`src/rtl/tone_meter.sv`:
```
// Tone period/amplitude meter: hysteretic rising-crossing detector with a period averaged over 2^AVG_LOG2 cycles.
// Build option: define TONE_METER_PEAK_EN to include the peak-amplitude tracker (otherwise peak is tied to 0).
module tone_meter #(
  parameter int DW       = 10,
  parameter int CW       = 24,
  parameter int AVG_LOG2 = 2,
  parameter int HYST     = 8
) (
  input  logic                 clk,
  input  logic                 rst_n,
  input  logic                 in_valid,
  input  logic signed [DW-1:0] in_data,
  input  logic                 clear,
  output logic [CW-1:0]        period,
  output logic [DW-1:0]        peak,
  output logic                 meas_valid,
  output logic                 locked,
  output logic                 timeout
);

  localparam int SW = CW + AVG_LOG2;
  localparam int NW = AVG_LOG2 + 1;
  localparam logic signed [DW-1:0] HI = DW'(HYST);
  localparam logic signed [DW-1:0] LO = DW'(-HYST);
  localparam logic [NW-1:0] NPER_LAST = NW'((1 << AVG_LOG2) - 1);

  typedef enum logic [1:0] {CMP_UNK = 2'd0, CMP_NEG = 2'd1, CMP_POS = 2'd2} cmp_t;
  typedef enum logic {IDLE = 1'b0, MEAS = 1'b1} state_t;

  state_t          state, state_nxt;
  cmp_t            cmp, cmp_nxt, cmp_in;
  logic            rise, done, tmo;
  logic [NW-1:0]   nper;
  logic [CW-1:0]   cnt;
  logic [SW-1:0]   sum, total;

  always_comb begin
    cmp_in = cmp;
    if (in_data >= HI)      cmp_in = CMP_POS;
    else if (in_data <= LO) cmp_in = CMP_NEG;
  end

  assign rise  = in_valid && (cmp == CMP_NEG) && (cmp_in == CMP_POS);
  assign done  = rise && (state == MEAS) && (nper == NPER_LAST);
  // A completing event resets cnt, so it wins over the saturation check.
  assign tmo   = in_valid && (state == MEAS) && !rise && (cnt == '1);
  assign total = sum + SW'(cnt);

  always_ff @(posedge clk or negedge rst_n) begin
    if (!rst_n) begin
      state <= IDLE;
      cmp   <= CMP_UNK;
    end else begin
      state <= state_nxt;
      cmp   <= cmp_nxt;
    end
  end

  always_comb begin
    state_nxt = state;
    cmp_nxt   = cmp;
    if (clear) begin
      state_nxt = IDLE;
      cmp_nxt   = CMP_UNK;
    end else if (in_valid) begin
      cmp_nxt = cmp_in;
      if (state == IDLE && rise) state_nxt = MEAS;
      if (tmo) begin
        state_nxt = IDLE;
        cmp_nxt   = CMP_UNK;
      end
    end
  end

  always_ff @(posedge clk or negedge rst_n) begin
    if (!rst_n) begin
      nper       <= '0;
      period     <= '0;
      meas_valid <= 1'b0;
      locked     <= 1'b0;
      timeout    <= 1'b0;
    end else begin
      meas_valid <= 1'b0;
      timeout    <= 1'b0;
      if (clear) begin
        nper   <= '0;
        locked <= 1'b0;
      end else if (in_valid) begin
        if (state == IDLE) begin
          if (rise) nper <= '0;
        end else if (rise) begin
          if (done) begin
            nper       <= '0;
            period     <= CW'(total >> AVG_LOG2);
            meas_valid <= 1'b1;
            locked     <= 1'b1;
          end else begin
            nper <= nper + NW'(1);
          end
        end else if (tmo) begin
          timeout <= 1'b1;
          locked  <= 1'b0;
        end
      end
    end
  end

  // Window accumulators are always reinitialised on MEAS entry, so they need no reset.
  always_ff @(posedge clk) begin
    if (in_valid && !clear) begin
      if (rise && (state == IDLE || done)) begin
        cnt <= CW'(1);
        sum <= '0;
      end else if (rise) begin
        cnt <= CW'(1);
        sum <= total;
      end else if (state == MEAS && !tmo) begin
        cnt <= cnt + CW'(1);
      end
    end
  end

`ifdef TONE_METER_PEAK_EN
  function automatic logic [DW-1:0] mag(input logic signed [DW-1:0] x);
    logic [DW-1:0] u;
    u = x;
    return x[DW-1] ? (~u + DW'(1)) : u;
  endfunction

  function automatic logic [DW-1:0] umax(input logic [DW-1:0] a, input logic [DW-1:0] b);
    return (a > b) ? a : b;
  endfunction

  logic [DW-1:0] pk, pk_fold, mag_in;
  assign mag_in  = mag(in_data);
  assign pk_fold = umax(pk, mag_in);

  always_ff @(posedge clk) begin
    if (in_valid && !clear) begin
      if (rise && (state == IDLE || done)) pk <= mag_in;
      else if (state == MEAS && !tmo)      pk <= pk_fold;
    end
  end

  always_ff @(posedge clk or negedge rst_n) begin
    if (!rst_n)                          peak <= '0;
    else if (in_valid && !clear && done) peak <= pk_fold;
  end
`else
  assign peak = '0;
`endif

endmodule

```
`config.mk`:
```
export PLATFORM = sky130hd
export DESIGN_NAME = tone_meter
export DESIGN_NICKNAME = d
export VERILOG_FILES = /design/src/rtl/tone_meter.sv
export SDC_FILE = /design/constraint.sdc
export NUM_CORES = 1
export LEC_CHECK = 0
export CORE_MARGIN = 3
export CORE_UTILIZATION = 55
export CTS_CLUSTER_SIZE = 8
export DETAILED_ROUTE_END_ITERATION = 10
export HOLD_SLACK_MARGIN = 0.02
export PLACE_DENSITY = 0.89
export SLEW_MARGIN = 20
export SYNTH_ARGS = -nofsm -noshare
export SYNTH_HDL_FRONTEND = slang
export SYNTH_SLANG_ARGS = --single-unit
```
`constraint.sdc`:
```
create_clock -name clk -period 3.3 [get_ports clk]
set_input_delay 0.66 -clock clk [delete_from_list [all_inputs] [get_ports clk]]
set_output_delay 0.66 -clock clk [all_outputs]
set_load 0.01 [all_outputs]
```
# [Word-level counts from Yosys, hierarchy flattened]
# Index checks and enable logic that the tools add are counted.
# Widths: inputs -> output; s select.
[totals] regBits=83 word_cells=83 output_inout_bits=37
[op_classes] n_addsub=3 bitwise=2 eq_ne=5 magnitude_cmp=2 muxes=33 n_reduce_logical=29
[ops] operator="$add 26x24->26" count=1
[ops] operator="$mux 26" count=1
[ops] operator="$add 24x1->24 const B" count=1
[ops] operator="$eq 24x24->1 const B" count=1
[ops] operator="$mux 24" count=1
[ops] operator="$mux 1" count=20
[ops] operator="$mux 3" count=6
[ops] operator="$logic_and 1x1->1" count=11
[ops] operator="$ge 10x5->1 const B" count=1
[ops] operator="$le 10x4->1 const B" count=1
[ops] operator="$mux 2" count=5
[ops] operator="$reduce_bool 3->1" count=3
[ops] operator="$reduce_and 2->1" count=4
[ops] operator="$reduce_bool 2->1" count=4
[ops] operator="$reduce_and 5->1" count=1
[ops] operator="$reduce_and 4->1" count=1
[ops] operator="$add 3x1->3 const B" count=1
[ops] operator="$eq 3x2->1 const B" count=1
[ops] operator="$logic_not 1->1" count=3
[ops] operator="$ne 3x2->1 const B" count=1
[ops] operator="$eq 2x1->1 const B" count=1
[ops] operator="$eq 2x2->1 const B" count=1
[ops] operator="$not 1->1" count=2
[ops] operator="$reduce_or 2->1" count=1
[ops] operator="$logic_or 1x1->1" count=1

# [Logic depth before layout (Yosys ltp)]
# Gate-level depths: netlist of the first run.
[logic_depth] word_depth=13 ltp_mapped=9 mapped_depth_nobuf=9

# [Worst setup path after synthesis of the first run]
# Ideal clock, no wire load.
[synth_path] path_type="in2reg" from="in in_data[9]" to="reg sum[0] (enable)" slack_ps=440 cell_stages=4 t_arrival_ps=2451 n_path_buf=1 required_ps=2891 path_cell_list="nand2b_1 -> a311o_1 -> clkbuf_1 -> nor2_1"
[synth_between] elab_chain_len=11 elab_cells_between_ends=12 cone_classes="2 x order compare; 1 x eq/ne; 2 x mux; 7 x reduce/logical"
[synth_rtl] element="from (decl)" line="12" text="input logic signed [DW-1:0] in_data,"
[synth_rtl] element="$le 10x4->1" line="40" text="else if (in_data <= LO) cmp_in = CMP_NEG;"
[synth_rtl] element="$mux 2" line="40"
[synth_rtl] element="$mux 2 *" line="39" text="if (in_data >= HI) cmp_in = CMP_POS;"
[synth_rtl] element="$eq 2x2->1 *" line="43" text="assign rise = in_valid && (cmp == CMP_NEG) && (cmp_in == CMP_POS);"
[synth_rtl] element="$logic_and 1x1->1 *" line="43"
[synth_rtl] element="$logic_and 1x1->1 (2 in series)" line="44" text="assign done = rise && (state == MEAS) && (nper == NPER_LAST);"
[synth_rtl] element="$logic_or 1x1->1" line="111" text="if (rise && (state == IDLE || done)) begin"
[synth_rtl] element="$logic_and 1x1->1" line="111"
[synth_rtl] element="$reduce_bool 2->1 (no source line) *"
[synth_rtl] element="$reduce_and 2->1 (no source line) *"
[synth_rtl] element="to (signal assigned)" line="116" text="sum <= total;"
[synth_rtl] element="to (decl)" line="35" text="logic [SW-1:0] sum, total;"
# Every way passes the cells marked *; elsewhere a longest branch is shown, timed or not.
# A chain may end at the register's enable or synchronous reset.

# [Worst setup path in the final report of the first run]
[layout_path] from="reg cnt[1]" to="reg cnt[12] (enable)"
[layout_between] elab_chain_len=6
[layout_rtl] element="from (decl)" line="34" text="logic [CW-1:0] cnt;"
[layout_rtl] element="from (signal assigned)" line="118" text="cnt <= cnt + CW'(1);"
[layout_rtl] element="$eq 24x24->1" line="46" text="assign tmo = in_valid && (state == MEAS) && !rise && (cnt == '1);"
[layout_rtl] element="$logic_and 1x1->1" line="46"
[layout_rtl] element="$logic_not 1->1" line="117" text="end else if (state == MEAS && !tmo) begin"
[layout_rtl] element="$logic_and 1x1->1" line="117"
[layout_rtl] element="$reduce_bool 3->1 (no source line)"
[layout_rtl] element="$reduce_and 2->1 (no source line)"
# No other way between the ends.

==> impl_metrics.csv, run 1 <==
group,metric,value,unit
detailed_routing,drt-pass1-iter-count,5,
floorplanning,rows,34,
floorplanning,die_w,101,um
clocking,cts_made_buffers,9,
global_routing,grt_max_degree,34,
clocking,path_clk_slew,0.09,ns
critical_path,crit_path_end_kind,"register",
placed_design,port_buffers,40,
yosys,synth_cell_types,57,
timing,finalCritPeriodShare,87.5,%
clocking,cts_tree,"done",
floorplanning,die_h,101,um
critical_path,crit_arrival,2.98,ns
floorplanning,die-area,10200,um^2
power_and_ir_drop,powerDensity,358,nW/um^2
floorplanning,coreArea,8760,um^2
critical_path,crit_required,3.39,ns
timing,tns,0,ns
timing,worst_pin_slew,0.794,ns
yosys,synthArstFlopShare,39.8,%
critical_path,worstPathMaxFanout,24,
timing,fin_crit,2.89,ns
run,maxCapViolations,0,
final_layout,layout.nets,597,
clocking,post_cts_resized,0,
final_layout,fillers,667,
clocking,clockBufferDepth,2,
placed_design,hpwl,8580,um
detailed_routing,detail-route-antenna-nets,0,
critical_path,r2r-start,"cnt[1]",
yosys,syn_area,4970,um^2
timing,hold_viol,0,
detailed_routing,drc,0,
yosys,synth_seq_cells,83,
global_routing,overflow,0,
yosys,synthTopCellsByArea,"edfxtp_1, dfrtp_1, ha_1, nor2_1, nand2_1",
critical_path,worstSetupPathType,"reg2reg",
yosys,yosys.area.top_type,"edfxtp_1",
status,status,"completed",
timing,clock.fmax,0.346,GHz
detailed_routing,routedWlPerCell,16.9,um
final_layout,design_area,5700,um^2
clocking,root_buffer,"clkbuf_8",
clocking,clkLatencyLatePin,0.36,ns
detailed_routing,via_count,4056,
global_routing,track_usage,22.7,%
floorplanning,io_pins,51,
critical_path,ff2ff_path_depth,8,
detailed_routing,viasPerCell,6.06,
placed_design,gp_congestion,0.946,
critical_path,start_kind,"register",
yosys,ys.flop_type,"edfxtp_1",
timing,finalClockSkew,0.00894,ns
timing,rsz0062_at_grt,"false",
final_layout,layout-drive-gt1-share,6.60,%
yosys,syn_avg_cell_area,9.71,um^2
timing,slew_headroom,46.6,%
yosys,yosysWarnings,0,
global_routing,grt_antenna_before_repair,0,
power_and_ir_drop,leakage,2.22,nW
global_routing,grt_pass1_wl,18300,um
clocking,htree_levels,3,
clocking,clock_sinks,83,
detailed_routing,drt_wl_total,11300,um
yosys,synth-edff-count,50,
placed_design,dpl_cell_area,5490,um^2
floorplanning,start_util,56.7,%
critical_path,timing.rr.end,"cnt[12]",
yosys,yosysSeqAreaShare,46.8,%
final_layout,area_growth,14.7,%
final_layout,antenna_cells,0,
hold_path,min_path_type,"reg2reg",
clocking,cts_hold_buf,0,
yosys,yosysTopAreaCellShare,30.2,%
hold_path,hold_depth,2,
final_layout,fin_util,65.1,%
hold_path,holdPathEnd,"period[2]",
clocking,postCtsSetupRepairBufs,0,
yosys,synth_cells,512,
detailed_routing,drt_iter0_drc,296,
hold_path,hp-start,"period[2]",
timing,drv_slew,0,
power_and_ir_drop,ir_worst_vdd,253,uV
global_routing,grt_pass1_vias,3815,
critical_path,ff2ff_setup_slack,0.41,ns
timing,setup_violations,0,
through the flow:
stage	setup WS, ns	total power, mW	hold slack (ns)	instances
3_5_place_dp	0.190	1.27	0.470	653
4_1_cts	0.445	2.05	0.487	669
2_1_floorplan	0.440	1.22	0.364	521
5_1_grt	0.238	2.10	0.516	669
3_3_place_gp	0.339	1.26	0.462	653
6_report	0.412	2.04	0.484	669
layout make-up:
cell class	instances	area [um^2]	area share [%]
Tap cell	108	135	2.37
Inverter	11	41.3	0.724
Clock buffer	11	131	2.30
Clock inverter	5	78.8	1.38
Multi-Input combinational cell	402	2510	44.0
Sequential cell	83	2330	40.8
Timing Repair Buffer	49	480	8.42
worst max path at each step:
| stage | start | end | slack [ns] | cells past startpoint |
|---|---|---|---|---|
| 2_1_floorplan | in_data[9] | sum[0] | 0.44 | 4 |
| 3_5_place_dp | in_valid | cnt[14] | 0.19 | 8 |
| 6_report | cnt[1] | cnt[12] | 0.41 | 8 |
| 3_3_place_gp | in_valid | cnt[17] | 0.34 | 8 |
| 4_1_cts | cnt[1] | cnt[17] | 0.45 | 8 |
| 5_1_grt | cnt[1] | cnt[22] | 0.24 | 8 |
power breakdown:
group | internal, mW | switching [mW] | total, mW
clock | 0.426 | 0.371 | 0.797
combinational | 0.0497 | 0.0780 | 0.128
sequential | 1.11 | 0.00745 | 1.12
flip-flops by register name, summed over array words and instances, names as in the netlist:
name and flops:
locked 1, state 1, cmp 2, timeout 1, meas_valid 1, sum 26
period 24, nper 3, cnt 24
cell families (layout without fill, tap and decap cells):
kind of cell | after synthesis | after routing | share of synthesized area, %
muxes | 1 | 1 | 0.201
DFF | 83 | 83 | 46.8
buffers and inverters | 36 | 76 | 3.55
xor gates and xnor gates | 34 | 34 | 5.99
and+or+nand+nor | 205 | 205 | 20.2
AOI/OAI and AO/OA | 125 | 125 | 16.3
other | 1 | 10 | 0.0754
adders and majority gates | 27 | 27 | 6.95
Yosys cell counts, types with 5 or more instances:
cell type and instances:
buf_4 10, dfrtp_1 33, a31oi_1 5, xnor2_1 17, clkbuf_1 12, edfxtp_1 50
xor2_1 17, or3_1 6, nand3_1 19, o21a_1 12, a21o_1 8, nor3_1 21
and3_1 6, o31ai_1 10, nand2b_1 6, inv_1 11, nand2_1 54, nand4_1 7
a21oi_1 34, nor2_1 60, o21ai_0 34, ha_1 26
placed cells by master, fill, tap and decap left out, drive strengths merged, types with 3 or more instances in the layout:
cell type	synthesis	final
nand3	19	19
nand2	54	54
and4	4	4
clkdlybuf4s50	0	40
o21ai	35	35
and2	4	4
inv	11	11
ha	26	26
xnor2	17	17
nand2b	6	6
a21oi	34	34
nor3	21	21
or3	6	6
o21a	12	12
a21boi	4	4
and3	7	7
xor2	17	17
nor2	60	60
conb	1	10
nor2b	3	3
clkbuf	13	11
edfxtp	50	50
a31oi	5	5
clkinv	0	3
a21o	8	8
nor3b	5	5
buf	12	9
dfrtp	33	33
nand4	7	7
o31ai	11	11
critical path, cell delays in order, from the launching register on:
cell and delay (ns):
edfxtp_1 0.45, ha_1 0.24, nand4_1 0.19, nor3_1 0.45, nor3b_2 0.47, nand3_1 0.21
nor3b_1 0.20, and2_1 0.17, buf_4 0.23
metal layers:
layer / GRT usage [%] / vias to the layer above / part of all wire, %
li1: - / 1928 / -
met1: 28.7 / 1965 / 42
met2: 38.1 / 139 / 49
met3: 5.54 / 24 / 5.6
met4: 7.77 / 0 / 2.7
met5: 0 / - / 0
No activity file was read; power rests on OpenSTA's default activity.
==> run 2: changes to the inputs <==
--- a/config.mk
+++ b/config.mk
@@ -6,11 +6,11 @@
 export NUM_CORES = 1
 export LEC_CHECK = 0
 export CORE_MARGIN = 3
-export CORE_UTILIZATION = 55
+export CORE_UTILIZATION = 40
 export CTS_CLUSTER_SIZE = 8
 export DETAILED_ROUTE_END_ITERATION = 10
-export HOLD_SLACK_MARGIN = 0.02
-export PLACE_DENSITY = 0.89
+export HOLD_SLACK_MARGIN = 0.05
+export PLACE_DENSITY = 0.71
 export SLEW_MARGIN = 20
 export SYNTH_ARGS = -nofsm -noshare
 export SYNTH_HDL_FRONTEND = slang
==> constraint.sdc (replaced) <==
create_clock -name clk -period 3 [get_ports clk]
set_input_delay 0.6 -clock clk [delete_from_list [all_inputs] [get_ports clk]]
set_output_delay 0.6 -clock clk [all_outputs]
set_load 0.01 [all_outputs]
==> run 2 against run 1 <==
Net effect:
- critical endpoint is now sum[16]
- critical path type unchanged
- largest cell class unchanged
- die area rose by 35%
- largest power group unchanged
- clock skew barely moved
- final cell count up 9.4%
- worst setup slack got worse by 0.12 ns
- power rose by 22%
==> impl_metrics.csv, run 2 (synthesis gave the netlist of run 1 again) <==
group,metric,value,unit
clocking,cts_made_buffers,9,
floorplanning,coreArea,12100,um^2
detailed_routing,drt-pass1-iter-count,4,
clocking,clockBufferDepth,2,
global_routing,grt_max_degree,34,
timing,clock.fmax,0.370,GHz
final_layout,seq_area,2330,um^2
final_layout,area_growth,18.8,%
critical_path,timing.rr.end,"sum[16]",
critical_path,worstPathMaxFanout,5,
final_layout,largest_reg_flops,26,
clocking,cts_hold_buf,0,
timing,fin_crit,2.70,ns
detailed_routing,drt_wl_total,11800,um
clocking,postCtsSetupRepairBufs,0,
final_layout,regMostFlops,"sum",
detailed_routing,drc,0,
timing,finalCritPeriodShare,90.2,%
final_layout,antenna_cells,0,
clocking,cts_tree,"done",
floorplanning,die_w,117,um
placed_design,hpwl,8740,um
timing,finalClockSkew,0.00933,ns
floorplanning,start_util,41.2,%
detailed_routing,detail-route-antenna-nets,0,
timing,worst_pin_slew,0.825,ns
final_layout,reg.largest.list,"sum x26, cnt x24, period x24",
timing,setup_violations,0,
detailed_routing,routedWlPerCell,16.2,um
placed_design,placed_cells,716,
critical_path,max_stage_delay,0.41,ns
clocking,root_buffer,"clkbuf_16",
placed_design,port_buffers,40,
clocking,htree_levels,3,
timing,slew_headroom,45.0,%
critical_path,crit_path_end_kind,"register",
critical_path,ff2ff_path_depth,10,
floorplanning,die-area,13800,um^2
final_layout,layout_commonest_cell,"nor2_1",
detailed_routing,via_count,3964,
timing,timing.hold.ws,0.346,ns
timing,drv_slew,0,
critical_path,crit_required,3.09,ns
clocking,clock_sinks,83,
global_routing,grt_pass1_wl,19300,um
final_layout,fillers,1143,
global_routing,overflow,0,
placed_design,dpl_worst_slack,0.229,ns
placed_design,gp_congestion,0.865,
hold_path,min_path_type,"in2async",
detailed_routing,drt_iter0_drc,172,
global_routing,grt_pass1_vias,3779,
power_and_ir_drop,leakage,2.27,nW
power_and_ir_drop,ir_worst_vdd,237,uV
detailed_routing,viasPerCell,5.42,
timing,rsz0062_at_grt,"false",
critical_path,r2r-start,"cnt[0]",
floorplanning,io_pins,51,
critical_path,crit_arrival,2.79,ns
critical_path,worstSetupPathType,"reg2reg",
timing,timing.final.ws_setup,0.295,ns
final_layout,multi_input_area,2510,um^2
final_layout,layout.cells.non_filler,732,
global_routing,track_usage,17.3,%
timing,hold_viol,0,
clocking,post_cts_resized,0,
clocking,clkLatencyLatePin,0.35,ns
final_layout,layout-drive-gt1-share,7.62,%
timing,tns,0,ns
clocking,path_clk_slew,0.06,ns
critical_path,crit_path_cell_trace,"ha_1, inv_1, fa_1, nor2b_1, o2111a_1, o21ai_0, buf_4, a21boi_0, o21a_1, nor3_1",
floorplanning,rows,40,
global_routing,grt_antenna_before_repair,0,
critical_path,worst_path_max_delay_cell,"edfxtp_1",
status,status,"completed",
final_layout,final_cell_mix,"nor2_1, nand2_1, edfxtp_1",
run,maxCapViolations,0,
floorplanning,die_h,117,um
power_and_ir_drop,powerDensity,422,nW/um^2
critical_path,ff2ff_setup_slack,0.30,ns
final_layout,layout.nets,600,
critical_path,start_kind,"register",
[run 2: cell types whose count changed in the layout (fill, tap and decap cells not counted), sizes merged]
cell / previous run / this run
clkdlybuf4s50: 40 / 39
inv: 11 / 13
clkbuf: 11 / 9
buf: 9 / 13
clkinvlp: 0 / 1
bufinv: 2 / 1
[run 2: per-stage QoR]
stage               total power, mW  cell area [um^2]  util (%)
finish                         2.49              5900      48.9
global route                   2.58              5900      48.9
floorplan                      1.34              5000         -
detailed placement             1.39              5600      46.5
global placement               1.39              5600      46.5
CTS                            2.52              5900      48.9
[run 2: area by class of cell]
type / count / area share [%]
inverter: 11 / 0.699
sequential: 83 / 39.4
timing repair buffer: 52 / 8.65
tap: 168 / 3.56
multi-input combinational: 402 / 42.6
clock buffer: 9 / 3.82
clock inverter: 7 / 1.27
[run 2: routing by layer]
layer  share of wire (%)  up-vias  track usage, %
met3                 2.8       21            4.13
met5                   0        -               0
met4                 1.9        0            4.98
li1                    -     1951               -
met2                  50       57            28.6
met1                  46     1935            22.8
[run 2: worst max-delay path by stage]
stage          startpoint       to  slack (ns)  depth (start not counted)
6_report           cnt[0]  sum[16]        0.30                         10
5_1_grt           cnt[15]  sum[25]        0.07                          7
4_1_cts            cnt[0]  sum[16]        0.27                         10
3_5_place_dp     in_valid  cnt[14]        0.23                          7
3_3_place_gp     in_valid  cnt[11]        0.31                          7
2_1_floorplan  in_data[9]   sum[0]        0.20                          4
[run 2: worst max-delay path, delay by kind of cell (launching register included)]
kind / cells / cell delay [ns]
AOI/OAI and AO/OA: 4 / 0.88
adders and majority gates: 2 / 0.66
buffers and inverters: 2 / 0.26
DFF: 1 / 0.41
and+or+nand+nor: 2 / 0.22
[run 2: where the power goes]
group | internal [mW] | switching [mW]
Clock | 0.650 | 0.472
Sequential | 1.22 | 0.00791
Combinational | 0.0548 | 0.0855
Total | 1.93 | 0.566
